`src/rtl/motor_pkg.sv`:
```
// Shared widths and per-side guard state encoding for the motor ramp guard.
// Latency: n/a (types and constants only).
// Backpressure: n/a.
package motor_pkg;

  localparam int VEL_W  = 7;
  localparam int EDGE_W = 16;

  typedef enum logic [1:0] {
    RUN   = 2'd0,
    BRAKE = 2'd1,
    FAULT = 2'd2
  } guard_st_t;

endpackage

```
`src/rtl/ramp_channel.sv`:
```
// One wheel: slew-limits v toward tgt, brakes fast, and latches a stall fault.
// Latency: v/fault update one cycle after the deciding tick/brk/stall condition.
// Backpressure: none; the buffer stage samples v every cycle.
module ramp_channel
  import motor_pkg::*;
#(
  parameter int STEP        = 4,
  parameter int BRK_STEP    = 127,
  parameter int STALL_MIN   = 16,
  parameter int STALL_TICKS = 4000
) (
  input  logic              clk_8_bufg,
  input  logic              n_rst,
  input  logic              tick_i,
  input  logic              brk_i,
  input  logic              clr_fault_i,
  input  logic [VEL_W-1:0]  tgt_i,
  input  logic [EDGE_W-1:0] edge_i,
  output logic [VEL_W-1:0]  v_o,
  output logic              fault_o,
  output logic              busy_o
);

  localparam int                CNT_W   = $clog2(STALL_TICKS + 1);
  localparam logic [CNT_W-1:0]  CNT_MAX = CNT_W'(STALL_TICKS);
  localparam logic [VEL_W-1:0]  STEP_V  = VEL_W'(STEP);
  localparam logic [VEL_W-1:0]  BRK_V   = VEL_W'(BRK_STEP);
  localparam logic [VEL_W-1:0]  MIN_V   = VEL_W'(STALL_MIN);

  guard_st_t         st_q, st_d;
  logic [VEL_W-1:0]  v_q, v_d;
  logic              fault_q, fault_d;
  logic [CNT_W-1:0]  cnt_q, cnt_d;
  logic [EDGE_W-1:0] s1_q, s2_q, s3_q;

  logic              changed;
  logic [VEL_W-1:0]  up_gap, dn_gap, brake_val;

  // Two-flop synchroniser plus a history stage; a torn sample only ever looks like motion.
  always_ff @(posedge clk_8_bufg) begin
    if (!n_rst) begin
      s1_q <= '0;
      s2_q <= '0;
      s3_q <= '0;
    end else begin
      s1_q <= edge_i;
      s2_q <= s1_q;
      s3_q <= s2_q;
    end
  end

  assign changed   = (s2_q != s3_q);
  assign up_gap    = tgt_i - v_q;
  assign dn_gap    = v_q - tgt_i;
  assign brake_val = (v_q > BRK_V) ? (v_q - BRK_V) : '0;

  // Guard FSM and ramp datapath; stall beats brake, brake beats ramp.
  always_comb begin
    st_d  = st_q;
    v_d   = v_q;
    cnt_d = '0;
    unique case (st_q)
      RUN: begin
        if (cnt_q == CNT_MAX) begin
          st_d = FAULT;
          v_d  = '0;
        end else begin
          if ((v_q >= MIN_V) && !changed) begin
            cnt_d = cnt_q + 1'b1;
          end
          if (brk_i) begin
            st_d = BRAKE;
            v_d  = brake_val;
          end else if (tick_i) begin
            if (v_q < tgt_i) begin
              v_d = (up_gap > STEP_V) ? (v_q + STEP_V) : tgt_i;
            end else if (v_q > tgt_i) begin
              v_d = (dn_gap > STEP_V) ? (v_q - STEP_V) : tgt_i;
            end
          end
        end
      end
      BRAKE: begin
        if (brk_i) begin
          v_d = brake_val;
        end else begin
          st_d = RUN;
        end
      end
      FAULT: begin
        v_d = '0;
        if (clr_fault_i && (tgt_i == '0)) begin
          st_d = RUN;
        end
      end
      default: begin
        st_d = RUN;
        v_d  = '0;
      end
    endcase
    fault_d = (st_d == FAULT);
  end

  // State, command, fault flag and stall counter registers.
  always_ff @(posedge clk_8_bufg) begin
    if (!n_rst) begin
      st_q    <= RUN;
      v_q     <= '0;
      fault_q <= 1'b0;
      cnt_q   <= '0;
    end else begin
      st_q    <= st_d;
      v_q     <= v_d;
      fault_q <= fault_d;
      cnt_q   <= cnt_d;
    end
  end

  assign v_o     = v_q;
  assign fault_o = fault_q;
  assign busy_o  = (v_q != tgt_i) || (st_q != RUN);

endmodule

```
`src/rtl/motor_ramp_guard.sv`:
```
// Slew limiter and stall guard for both wheels, sharing one ramp prescaler.
// Latency: v_*/fault_* registered (1 cycle); busy is combinational from registered state.
// Backpressure: none; outputs are level commands consumed every cycle.
module motor_ramp_guard
  import motor_pkg::*;
#(
  parameter int STEP        = 4,
  parameter int STEP_DIV    = 8,
  parameter int BRK_STEP    = 127,
  parameter int STALL_MIN   = 16,
  parameter int STALL_TICKS = 4000
) (
  input  logic              clk_8_bufg,
  input  logic              n_rst,
  input  logic              brk,
  input  logic [VEL_W-1:0]  tgt_r,
  input  logic [VEL_W-1:0]  tgt_l,
  input  logic [EDGE_W-1:0] edge_r,
  input  logic [EDGE_W-1:0] edge_l,
  input  logic              clr_fault,
  output logic [VEL_W-1:0]  v_r,
  output logic [VEL_W-1:0]  v_l,
  output logic              fault_r,
  output logic              fault_l,
  output logic              busy
);

  localparam int            PRE_W    = (STEP_DIV > 1) ? $clog2(STEP_DIV) : 1;
  localparam logic [PRE_W-1:0] PRE_LAST = PRE_W'(STEP_DIV - 1);

  logic [PRE_W-1:0] pre_q, pre_d;
  logic             tick;
  logic             busy_r, busy_l;

  assign tick  = (pre_q == PRE_LAST);
  assign pre_d = tick ? '0 : (pre_q + 1'b1);

  // Shared ramp prescaler: one tick every STEP_DIV cycles.
  always_ff @(posedge clk_8_bufg) begin
    if (!n_rst) begin
      pre_q <= '0;
    end else begin
      pre_q <= pre_d;
    end
  end

  ramp_channel #(
    .STEP(STEP), .BRK_STEP(BRK_STEP), .STALL_MIN(STALL_MIN), .STALL_TICKS(STALL_TICKS)
  ) u_right (
    .clk_8_bufg (clk_8_bufg),
    .n_rst      (n_rst),
    .tick_i     (tick),
    .brk_i      (brk),
    .clr_fault_i(clr_fault),
    .tgt_i      (tgt_r),
    .edge_i     (edge_r),
    .v_o        (v_r),
    .fault_o    (fault_r),
    .busy_o     (busy_r)
  );

  ramp_channel #(
    .STEP(STEP), .BRK_STEP(BRK_STEP), .STALL_MIN(STALL_MIN), .STALL_TICKS(STALL_TICKS)
  ) u_left (
    .clk_8_bufg (clk_8_bufg),
    .n_rst      (n_rst),
    .tick_i     (tick),
    .brk_i      (brk),
    .clr_fault_i(clr_fault),
    .tgt_i      (tgt_l),
    .edge_i     (edge_l),
    .v_o        (v_l),
    .fault_o    (fault_l),
    .busy_o     (busy_l)
  );

  assign busy = busy_r | busy_l;

endmodule

```
`config.mk`:
```
export PLATFORM = sky130hd
export DESIGN_NAME = motor_ramp_guard
export DESIGN_NICKNAME = d
export VERILOG_FILES = /design/src/rtl/motor_pkg.sv /design/src/rtl/ramp_channel.sv /design/src/rtl/motor_ramp_guard.sv
export SDC_FILE = /design/constraint.sdc
export NUM_CORES = 1
export LEC_CHECK = 0
export BUFFER_PORTS_ARGS = -buffer_cell sky130_fd_sc_hd__buf_4
export CORE_ASPECT_RATIO = 1.75
export CORE_MARGIN = 5
export CORE_UTILIZATION = 35
export CTS_CLUSTER_SIZE = 8
export DETAILED_ROUTE_END_ITERATION = 6
export GPL_ROUTABILITY_DRIVEN = 0
export PLACE_DENSITY = 0.49
export SYNTH_ARGS = -nofsm -noshare
export SYNTH_HDL_FRONTEND = slang
export SYNTH_SLANG_ARGS = --single-unit
```
`constraint.sdc`:
```
create_clock -name clk_8_bufg -period 5.1 [get_ports clk_8_bufg]
set_input_delay 0.51 -clock clk_8_bufg [delete_from_list [all_inputs] [get_ports clk_8_bufg]]
set_output_delay 0.51 -clock clk_8_bufg [all_outputs]
set_load 0.01 [all_outputs]
```
==> out/metrics.csv <==
stage;metric;value;unit
sta;fin_skew;0.0106;ns
clock_tree;cts_buffer_depth;2;
routing;route.vias.total;5236;
layout;final_layout_size_suffix_gt1_share;14.0;%
flow_run;maxCapViolations;0;
routing;route.met3.wl;619;um
sta;slew-limit-headroom;42.6;%
synth;ys_seq_elements;143;
sta;setup_viol;0;
floorplan;die_h;196;um
grt;grt_start_max_net_pins;115;
synth;ys_types;69;
clock_tree;clock_sinks;143;
clock_tree;postCtsHoldBufs;0;
floorplan;io-pin-count;67;
synth;syn_inst;746;
worst_setup_path;path_cells;ha_1 -> a2111oi_0 -> nand2_1 -> o2bb2ai_1 -> nor3_1 -> nand2_1 -> a21oi_1 -> a32o_1;
sta;hold_viol_final;0;
sta;rsz0062_at_grt;no;
synth;synth_edf_count;0;
sta;setup_tns;0;ns
floorplan;dieArea;22800;um^2
clock_tree;cts_buffers;17;
power_and_ir_drop;irDropWorstVdd;0.229;mV
worst_setup_path;critPathSlowestCell;a2111oi_0;
worst_setup_path;cp.arrival;3.44;ns
clock_tree;cts_tree;done;
synth;synth_area;6910;um^2
clock_tree;cts-root-buf;clkbuf_16;
worst_setup_path;startpoint_type;flip-flop;
floorplan;die_w;116;um
layout;final_nets;895;
sta;worstMarginPinSlew;0.861;ns
routing;wire_per_inst;14.4;um
routing;vias_per_cell;4.94;
placement;pre_cts_ws;1.87;ns
synth;synth-async-reset-ratio;0;%
outcome;status;complete, no violations;
synth;synth_ff_type;dfxtp_1;
clock_tree;h-tree-depth;4;
worst_setup_path;required;5.45;ns
layout;seqCellArea;2860;um^2
routing;routed.top_layer;met4;
worst_hold_path;hold_path.class;primary input to flip-flop;
clock_tree;post_cts_buffers;0;
power_and_ir_drop;power_leakage;3.49;nW
grt;grt_pass1_wl;25800;um
routing;routed_wirelength;15200;um
layout;area_growth;18.5;%
routing;drc;0;
grt;grt_usage;13.9;%
sta;fin_ws;2.02;ns
worst_setup_path;worst-setup-path-type;flip-flop to flip-flop;
worst_setup_path;endpoint_kind;flip-flop;
worst_setup_path;critPathMaxFanout;9;
worst_setup_path;cp_slowest_stage_delay;0.76;ns
floorplan;core_region_area;19600;um^2
synth;syn_avg_cell_area;9.26;um^2
layout;num-fill-cells;1958;
synth;yosysWarnings;0;
sta;fin_crit;3.08;ns
worst_setup_path;crit_family;compound AO/OA/AOI/OAI gates;
synth;yosysSeqAreaShare;41.4;%
routing;firstDrtPassIters;4;
clock_tree;clk_pin_slew_worst_paths;0.06;ns
placement;dp_hpwl;11600;um
sta;fin_crit_sh;60.4;%
layout;final_util;41.8;%
grt;gr-total-overflow;0;
routing;antenna_left;0;
grt;antenna_found_initial;0;
floorplan;rows;68;
clock_tree;clkLatencyLatePin;0.41;ns
layout;diodes;0;
placement;portBuffers;66;
clock_tree;cts-resized-gates;0;
routing;wl_met1;6030;um
routing;drt_iter0_markers;264;
worst_setup_path;cp_num_buf_inv;0;
worst_setup_path;critical_path.most_common_cell;nand2_1;
routing;wl_met2;8090;um
sta;slew_viol_final;0;
grt;grt_pass1_vias;5518;
floorplan;initial_core_util;35.3;%
power_and_ir_drop;power_density;326;nW/um^2
layout;multi_input_area;3760;um^2
sta;fmax;324;MHz
synth;synth.net_count;840;
==> area by class of cell <==
cell class / instances / share of cell area (%)
clock buffers: 18 / 5.24
repair buffers: 66 / 6.05
flip-flops and latches: 143 / 35.0
multi-input cells: 530 / 45.9
clock inverters: 14 / 2.06
inverters: 43 / 1.97
well taps: 245 / 3.75
==> cell usage after synthesis (all sizes together) (15+ instances only) <==
cell / instances / area (um^2)
xor2: 40 / 350
and2: 100 / 626
nor2: 50 / 188
ha: 42 / 526
dfxtp: 143 / 2860
clkbuf: 24 / 90.1
nand2: 33 / 124
a21oi: 24 / 131
nand3: 34 / 170
o21ai: 24 / 124
nor4: 15 / 109
xnor2: 27 / 236
inv: 43 / 161
==> metrics by stage <==
stage,area (um^2),hold WS (ns),power (mW),instances
after floorplan,6910,0.408,1.37,746
after global placement,7590,0.415,1.45,1027
after CTS,8180,0.278,2.71,1059
final,8180,0.297,2.67,1059
after detailed placement,7590,0.418,1.46,1027
after global routing,8180,0.280,2.79,1059
==> kinds of logic after synthesis <==
| kind of cell | share of synthesized area [%] |
|---|---|
| AOI/OAI and AO/OA | 11.8 |
| xor gates and xnor gates | 8.50 |
| adders and majority gates | 8.19 |
| buffers and inverters | 4.11 |
| DFF | 41.4 |
| muxes | 1.96 |
| and+or+nand+nor | 24.0 |
==> path summary, 6_finish.rpt <==
| kind | startpoint | to | slack, ns | depth (start not counted) |
|---|---|---|---|---|
| worst min-delay path | edge_l[13] | u_left.s1_q[13] | 0.30 | 2 |
| worst max-delay path | u_left.v_o[6] | u_left.v_o[3] | 2.02 | 8 |
| worst max register to register | u_left.v_o[6] | u_left.v_o[3] | 2.02 | 8 |
| worst min register to register | u_left.s1_q[3] | u_left.s2_q[3] | 0.43 | 1 |
==> report_power, final <==
group	internal, mW	leakage (nW)	switching (mW)
clock network	0.738	0.291	0.502
registers	1.15	1.17	0.0223
logic	0.120	2.03	0.134
total	2.01	3.49	0.659
==> registers in the layout, indices dropped and copies added (netlist names), 7 cells and up <==
| register | count |
|---|---|
| u_left.s2_q | 16 |
| u_left.cnt_q | 12 |
| u_right.s3_q | 16 |
| u_right.s2_q | 16 |
| u_right.v_o | 7 |
| u_left.s3_q | 16 |
| u_right.s1_q | 16 |
| u_left.s1_q | 16 |
| u_right.cnt_q | 12 |
| u_left.v_o | 7 |
==> routing by layer <==
| layer | global-route usage, % | vias up |
|---|---|---|
| met5 | 0 | - |
| met4 | 7.05 | 0 |
| met3 | 2.22 | 38 |
| met2 | 25.2 | 124 |
| met1 | 15.4 | 2418 |
| li1 | - | 2656 |
==> layout by cell type (no fill, tap or decap), types with 7 or more instances in the layout <==
cell type / n
and3_1: 12
nor2_1: 50
o21ai_0: 21
clkbuf_16: 17
dfxtp_1: 143
nand3_1: 34
nand2_1: 33
nor4_1: 14
ha_1: 42
xor2_1: 40
inv_1: 43
xnor2_1: 27
nor3_1: 12
mux2i_1: 9
a211o_1: 7
a21oi_1: 23
and2_1: 100
buf_4: 66
nor2b_1: 10
(Power assumes the default switching activity.)
